**config.mk**
```make
export PLATFORM = sky130hd
export DESIGN_NAME = ascon_ctrl_regs
export DESIGN_NICKNAME = d
export VERILOG_FILES = /design/src/rtl/ascon_ctrl_pkg.sv /design/src/rtl/ascon_state_bank.sv /design/src/rtl/ascon_ctrl_regs.sv
export SDC_FILE = /design/constraint.sdc
export NUM_CORES = 1
export LEC_CHECK = 0
export ABC_CLOCK_PERIOD_IN_PS = 28300
export BUFFER_PORTS_ARGS = -buffer_cell sky130_fd_sc_hd__buf_2
export CAP_MARGIN = 25
export CORE_AREA = 2 2 280 282
export DETAILED_ROUTE_END_ITERATION = 6
export DIE_AREA = 0 0 282 284
export PLACE_DENSITY = 0.58
export SYNTH_ARGS = -nofsm -noshare
export SYNTH_HDL_FRONTEND = slang
export SYNTH_SLANG_ARGS = --single-unit
```
**constraint.sdc**
```tcl
create_clock -name clk_i -period 28.3 [get_ports clk_i]
set_clock_uncertainty 0.15 [all_clocks]
set_input_delay 0 -clock clk_i [delete_from_list [all_inputs] [get_ports clk_i]]
set_output_delay 0 -clock clk_i [all_outputs]
set_load 0.005 [all_outputs]
```
**src/rtl/ascon_ctrl_pkg.sv**
```systemverilog
// Shared definitions for the ASCON control/state register bank:
// word offsets, register field layouts, FSM states and the STATE word decode.
package ascon_ctrl_pkg;

  localparam int CTRL_OFF   = 0;
  localparam int STATUS_OFF = 1;
  localparam int IRQ_EN_OFF = 2;
  localparam int CYCLES_OFF = 3;
  localparam int STATE_OFF  = 4;

  typedef struct packed {
    logic [1:0] rounds;
    logic       start;
  } ctrl_t;

  typedef struct packed {
    logic done;
    logic busy;
  } status_t;

  typedef enum logic [1:0] {
    ROUNDS_12   = 2'd0,
    ROUNDS_8    = 2'd1,
    ROUNDS_6    = 2'd2,
    ROUNDS_RSVD = 2'd3
  } rounds_e;

  typedef enum logic {
    IDLE = 1'b0,
    BUSY = 1'b1
  } fsm_e;

  // STATE word i lives in lane i / words_per_lane, low slice first
  function automatic int word_to_lane(input int word, input int words_per_lane);
    return word / words_per_lane;
  endfunction

endpackage

```
**src/rtl/ascon_state_bank.sv**
```systemverilog
// LANES x LANE_W permutation state storage with a DATA_W-wide bus port,
// a full-width hardware load port that wins over the bus, and a word read mux.
module ascon_state_bank
  import ascon_ctrl_pkg::*;
#(
  parameter int DATA_W = 32,
  parameter int LANES  = 5,
  parameter int LANE_W = 64,
  parameter int NWORDS = LANES * LANE_W / DATA_W,
  parameter int IDX_W  = 4
) (
  input  logic                      clk,
  input  logic                      rst,
  input  logic                      bus_we,
  input  logic [IDX_W-1:0]          bus_idx,
  input  logic [DATA_W-1:0]         bus_wdata,
  input  logic                      hw_load,
  input  logic [LANES*LANE_W-1:0]   hw_state,
  output logic [DATA_W-1:0]         rd_data,
  output logic [LANES*LANE_W-1:0]   state
);

  localparam int WPL = LANE_W / DATA_W;

  for (genvar w = 0; w < NWORDS; w++) begin : g_word
    localparam int LANE  = word_to_lane(w, WPL);
    localparam int SLICE = w - LANE * WPL;
    localparam int BASE  = LANE * LANE_W + SLICE * DATA_W;

    logic [DATA_W-1:0] word_q;

    always_ff @(posedge clk or posedge rst) begin
      if (rst)
        word_q <= '0;
      else if (hw_load)
        word_q <= hw_state[BASE +: DATA_W];
      else if (bus_we && bus_idx == IDX_W'(w))
        word_q <= bus_wdata;
    end

    assign state[BASE +: DATA_W] = word_q;
  end

  always_comb begin
    rd_data = '0;
    for (int w = 0; w < NWORDS; w++) begin
      if (bus_idx == IDX_W'(w))
        rd_data = state[word_to_lane(w, WPL) * LANE_W + (w % WPL) * DATA_W +: DATA_W];
    end
  end

endmodule

```
**src/rtl/ascon_ctrl_regs.sv**
```systemverilog
// Control/status register bank for the ASCON permutation core: bus decoder,
// run FSM, cycle counter, sticky DONE with level interrupt, and state write-lock.
module ascon_ctrl_regs
  import ascon_ctrl_pkg::*;
#(
  parameter int DATA_W = 32,
  parameter int LANES  = 5,
  parameter int LANE_W = 64,
  parameter int ADDR_W = 8,
  parameter int CNT_W  = 32
) (
  input  logic                     clk_i,
  input  logic                     rst_i,
  input  logic                     reg_valid_i,
  input  logic                     reg_write_i,
  input  logic [ADDR_W-1:0]        reg_addr_i,
  input  logic [DATA_W-1:0]        reg_wdata_i,
  output logic                     reg_ready_o,
  output logic [DATA_W-1:0]        reg_rdata_o,
  output logic                     reg_error_o,
  output logic                     start_o,
  output logic [1:0]               rounds_o,
  output logic                     busy_o,
  output logic                     irq_o,
  input  logic                     finished_i,
  input  logic                     update_state_i,
  input  logic [LANES*LANE_W-1:0]  state_i,
  output logic [LANES*LANE_W-1:0]  state_o
);

  localparam int BSH    = $clog2(DATA_W / 8);
  localparam int WA_W   = ADDR_W - BSH;
  localparam int NWORDS = LANES * LANE_W / DATA_W;
  localparam int IDX_W  = (NWORDS > 1) ? $clog2(NWORDS) : 1;

  fsm_e              fsm_q;
  rounds_e           rounds_q;
  logic              done_q;
  logic              irq_en_q;
  logic [CNT_W-1:0]  cycles_q;

  logic [WA_W-1:0]   word_addr;
  logic              misaligned;
  logic              accept;
  logic              busy;
  logic              is_ctrl, is_status, is_irqen, is_cycles, is_state;
  logic              bus_err;
  logic [IDX_W-1:0]  state_idx;
  logic [DATA_W-1:0] bank_rdata;
  logic [DATA_W-1:0] rd_mux;
  ctrl_t             wctrl;
  status_t           status_rd;
  logic              ctrl_wr, status_wr, irqen_wr, state_we;

  assign word_addr  = reg_addr_i[ADDR_W-1:BSH];
  assign misaligned = |reg_addr_i[BSH-1:0];
  // The response strobe doubles as the pending flag, forcing an idle cycle
  assign accept     = reg_valid_i & ~reg_ready_o;
  assign busy       = (fsm_q == BUSY);

  assign is_ctrl   = (word_addr == WA_W'(CTRL_OFF));
  assign is_status = (word_addr == WA_W'(STATUS_OFF));
  assign is_irqen  = (word_addr == WA_W'(IRQ_EN_OFF));
  assign is_cycles = (word_addr == WA_W'(CYCLES_OFF));
  assign is_state  = (word_addr >= WA_W'(STATE_OFF)) &&
                     (word_addr <  WA_W'(STATE_OFF + NWORDS));
  assign state_idx = IDX_W'(word_addr - WA_W'(STATE_OFF));
  assign wctrl     = ctrl_t'(reg_wdata_i[2:0]);

  assign bus_err = misaligned
                 | ~(is_ctrl | is_status | is_irqen | is_cycles | is_state)
                 | (reg_write_i & is_cycles)
                 | (reg_write_i & is_state & busy)
                 | (reg_write_i & is_ctrl & wctrl.start & busy);

  assign ctrl_wr   = accept & reg_write_i & ~bus_err & is_ctrl;
  assign status_wr = accept & reg_write_i & ~bus_err & is_status;
  assign irqen_wr  = accept & reg_write_i & ~bus_err & is_irqen;
  assign state_we  = accept & reg_write_i & ~bus_err & is_state;

  assign rounds_o  = rounds_q;
  assign status_rd = '{done: done_q, busy: busy};

  always_comb begin
    rd_mux = '0;
    if (is_ctrl)
      rd_mux = DATA_W'({rounds_o, 1'b0});
    else if (is_status)
      rd_mux = DATA_W'(status_rd);
    else if (is_irqen)
      rd_mux = DATA_W'(irq_en_q);
    else if (is_cycles)
      rd_mux = DATA_W'(cycles_q);
    else if (is_state)
      rd_mux = bank_rdata;
  end

  ascon_state_bank #(
    .DATA_W (DATA_W),
    .LANES  (LANES),
    .LANE_W (LANE_W),
    .NWORDS (NWORDS),
    .IDX_W  (IDX_W)
  ) u_state_bank (
    .clk       (clk_i),
    .rst       (rst_i),
    .bus_we    (state_we),
    .bus_idx   (state_idx),
    .bus_wdata (reg_wdata_i),
    .hw_load   (update_state_i),
    .hw_state  (state_i),
    .rd_data   (bank_rdata),
    .state     (state_o)
  );

  // Run FSM plus every register it touches; a finish in the same cycle as a
  // DONE clear is assigned last so that the set wins.
  always_ff @(posedge clk_i or posedge rst_i) begin
    if (rst_i) begin
      fsm_q       <= IDLE;
      rounds_q    <= ROUNDS_12;
      done_q      <= 1'b0;
      irq_en_q    <= 1'b0;
      cycles_q    <= '0;
      start_o     <= 1'b0;
      busy_o      <= 1'b0;
      irq_o       <= 1'b0;
      reg_ready_o <= 1'b0;
      reg_error_o <= 1'b0;
      reg_rdata_o <= '0;
    end else begin
      start_o     <= 1'b0;
      irq_o       <= done_q & irq_en_q;
      reg_ready_o <= accept;
      reg_error_o <= accept & bus_err;
      reg_rdata_o <= (accept & ~bus_err & ~reg_write_i) ? rd_mux : '0;

      if (ctrl_wr)
        rounds_q <= rounds_e'(wctrl.rounds);
      if (irqen_wr)
        irq_en_q <= reg_wdata_i[0];
      if (status_wr && reg_wdata_i[1])
        done_q <= 1'b0;

      case (fsm_q)
        IDLE: begin
          if (ctrl_wr && wctrl.start) begin
            fsm_q    <= BUSY;
            start_o  <= 1'b1;
            busy_o   <= 1'b1;
            done_q   <= 1'b0;
            cycles_q <= '0;
          end
        end
        BUSY: begin
          if (finished_i) begin
            fsm_q  <= IDLE;
            busy_o <= 1'b0;
            done_q <= 1'b1;
          end else if (~&cycles_q) begin
            cycles_q <= cycles_q + CNT_W'(1);
          end
        end
        default: fsm_q <= IDLE;
      endcase
    end
  end

endmodule

```
==> impl_metrics.toml <==
[outcome]
status = "complete, but fails checks"
failing_checks = "hold timing"

[drt]
wirelength_um = 118000
drc = 0
wire_per_inst_um = 25.9
route.vias.total = 24500
drt_first_iter_violations = 2164
first_pass_detailed_route_iteration_total = 7
ant_nets = 0
vias_per_cell = 5.40

[power_and_ir_drop]
power_density_nw_per_um2 = 47.6
power_leakage_nw = 15.5
power.share.switching_pct = 29.7
internal_power_mw = 1.14
p_switching_mw = 0.481
comb_power_share_pct = 22.3
vdd.ir_drop.worst_mv = 0.0366
clockPowerShare_pct = 37.0
power.share.sequential_pct = 40.7

[synth]
syn-instance-count = 2155
post_synth.cell_area_avg_sq_um = 9.81
syn_nets = 2522
synth_seq_cells = 394
synth-warning-count = 0
ys_types = 72
yosysSeqAreaShare_pct = 46.7
post_synth_instance_area_sq_um = 21100
async_reset_ff_share_pct = 100
postSynth.topFlopCell = "sky130_fd_sc_hd__dfrtp_1"
synth_edf_count = 0

[clock_network]
number_of_buffers_created_by_cts = 46
cts_buffer_depth = 3
clock_latency_ns = 0.58
cts.sinks = 394
post_cts_resize_count = 0
htreeDepth = 2
cts_tree = "done"
root_buffer_master = "sky130_fd_sc_hd__clkbuf_16"
clk_pin_slew_ns = 0.06

[finish]
nFillCells = 7246
final_cell_count_no_fill = 4547
layout-drive-gt1-share_pct = 26.6
utilization_pct = 44.2
final_common_cell = "sky130_fd_sc_hd__buf_2"
nNetsFinal = 3833
commonest_non_fill_non_tap_cells_in_the_layout = "sky130_fd_sc_hd__buf_2, sky130_fd_sc_hd__dlygate4sd3_1, sky130_fd_sc_hd__nand2_1"
synth_to_final_area_change_pct = 61.0

[floorplanning]
fp.dieArea_sq_um = 80100
fp-row-count = 102
die-width_um = 282
dieHeight_um = 284
core_sq_um = 77000
top_level_ports = 725
initial_core_util_pct = 27.5

[sta]
fin_setup_tns_ns = 0
final.min_clock_period_ns = 4.13
fmax_mhz = 242
rsz0062_at_grt = "false"
finalHoldViolations = 1
tightest_slew_ns = 1.04
whs_ns = -0.00710
setup_viol = 0
relSlewSlack_pct = 30.4
finalWorstSetupSlack_ns = 24.17
finalMaxSlewViolations = 0
timing.final.crit_share_pct = 14.6

[grt]
grt_first_pass_wirelength_um = 168000
vias_in_the_first_global_route = 24600
use_met3_pct = 6.87
globalRoute.busiestLayer = "met2"
grt_remaining_overflow = 0
globalRouteTotalUtil_pct = 28.3
grt_start_max_net_pins = 117
grtUsageMet1_pct = 37.9
global_route.usage.met2_pct = 43.2
number_of_antenna_violations_at_the_first_check_in_global_routing = 12

[critical_path]
worst_setup_path_end_kind = "register"
worst_ep_required_time_ns = 28.61
worst_path_largest_cell_delay_ns = 0.82
crit_chain = "dlygate4sd3_1 -> buf_2 -> buf_4 -> nor2_1 -> nor4_4 -> nand4_1 -> buf_4 -> nand3b_1 -> o211ai_1 -> dlygate4sd3_1"
cp_slowest_cell = "sky130_fd_sc_hd__nand4_1"
worst-path-max-fanout = 44
critical_path_class = "in2reg"
worstSetupStartpointType = "primary input"
cp-startpoint = "reg_addr_i[5]"
critPathArrivalTime_ns = 4.44
r2r_start = "reg_ready_o"

[worst_hold_path]
holdCritPathClass = "in2reg"
hp-start = "reg_wdata_i[19]"

[place]
place.detailed.instances = 3777
portBuffers = 724
detailedPlacementHpwl_um = 82700
post-place-ws_ns = 24.63
place.gp.congestion = 0.924

[flow_run]
max_cap_violations = 0
-- power by group through the flow --
stage	registers [mW]	clock network [mW]	logic, mW
final	0.659	0.600	0.361
after global routing	0.663	0.632	0.385
after CTS	0.658	0.609	0.351
after detailed placement	0.668	0	0.261
after global placement	0.668	0	0.258
after floorplan	0.649	0	0.116
-- worst max-delay path, delay by kind of cell --
family,cells,cell delay [ns]
buf+inv,5,2.47
simple gates,4,1.75
compound gates,1,0.11
-- state kept, by name, indices dropped and copies added, names as in the netlist --
signal                      flops
rounds_o                        2
reg_error_o                     1
busy                            1
u_state_bank.g_word.word_q    320
busy_o                          1
start_o                         1
cycles_q                       32
reg_rdata_o                    32
done_q                          1
reg_ready_o                     1
irq_en_q                        1
irq_o                           1
-- worst paths after layout --
check,to,slack [ns],cells after the start
worst max-delay path,u_state_bank.g_word[5].word_q[21],24.17,10
min in group asynchronous,u_state_bank.g_word[8].word_q[26],0.58,4
worst min-delay path,u_state_bank.g_word[5].word_q[19],-0.007,3
worst max register to register,u_state_bank.g_word[5].word_q[21],24.19,7
max in group asynchronous,u_state_bank.g_word[7].word_q[0],24.44,7
worst min register to register,u_state_bank.g_word[0].word_q[24],0.38,1
-- timing repair --
| action | 4_1_cts | 5_1_grt |
|---|---|---|
| endpoints found under the hold margin | 445 | 0 |
| buffers inserted | 0 | 0 |
| hold buffers | 680 | 0 |
-- area by class of cell --
class | count | area [sq um] | area share [%]
diodes | 7 | 17.5 | 0.0515
multi-input cells | 1570 | 10500 | 31.0
clock inverters | 7 | 60.1 | 0.177
flip-flops and latches | 394 | 9860 | 29.0
well taps | 1040 | 1300 | 3.83
repair buffers | 1446 | 10800 | 31.7
inverters | 8 | 37.5 | 0.110
clock buffers | 75 | 1410 | 4.16
-- through the flow --
step                      cell area, sq um  hold slack (ns)  power (mW)
after detailed placement             25700           0.0564       0.928
after floorplan                      21100          -0.0611       0.765
final                                34000         -0.00710        1.62
after global placement               25700           0.0576       0.926
after global routing                 34000           0.0339        1.68
after CTS                            34000         0.000131        1.62
-- cells in the mapped netlist, types with 37 or more instances --
master | count | area [sq um]
sky130_fd_sc_hd__o21ai_0 | 153 | 766
sky130_fd_sc_hd__mux2i_1 | 118 | 1180
sky130_fd_sc_hd__clkbuf_1 | 145 | 544
sky130_fd_sc_hd__nand2b_1 | 41 | 257
sky130_fd_sc_hd__o211ai_1 | 204 | 1530
sky130_fd_sc_hd__mux4_2 | 37 | 833
sky130_fd_sc_hd__nand2_1 | 408 | 1530
sky130_fd_sc_hd__dfrtp_1 | 394 | 9860
sky130_fd_sc_hd__nand3b_1 | 197 | 1480
sky130_fd_sc_hd__a21oi_1 | 73 | 365
sky130_fd_sc_hd__mux2_2 | 39 | 439
sky130_fd_sc_hd__nor2_1 | 40 | 150
-- logic make-up (layout without fill, tap and decap cells) --
family	count (synthesis)	count (layout)	share of synthesized area (%)
XOR/XNOR	2	2	0.0829
AND/OR/NAND/NOR	829	829	20.8
AO/OA/AOI/OAI	544	544	17.1
buffers and inverters	191	1536	3.71
flip-flops	394	394	46.7
multiplexers	194	194	11.6
other	0	7	0
adder cells (fa/ha/maj)	1	1	0.0592
-- metal layers --
layer,vias to the layer above,part of all wire [%]
met4,8,5.4
met1,12200,42
li1,10600,-
met3,363,8.8
met2,1355,44
met5,-,0.047
No activity file was read; power rests on OpenSTA's default activity.
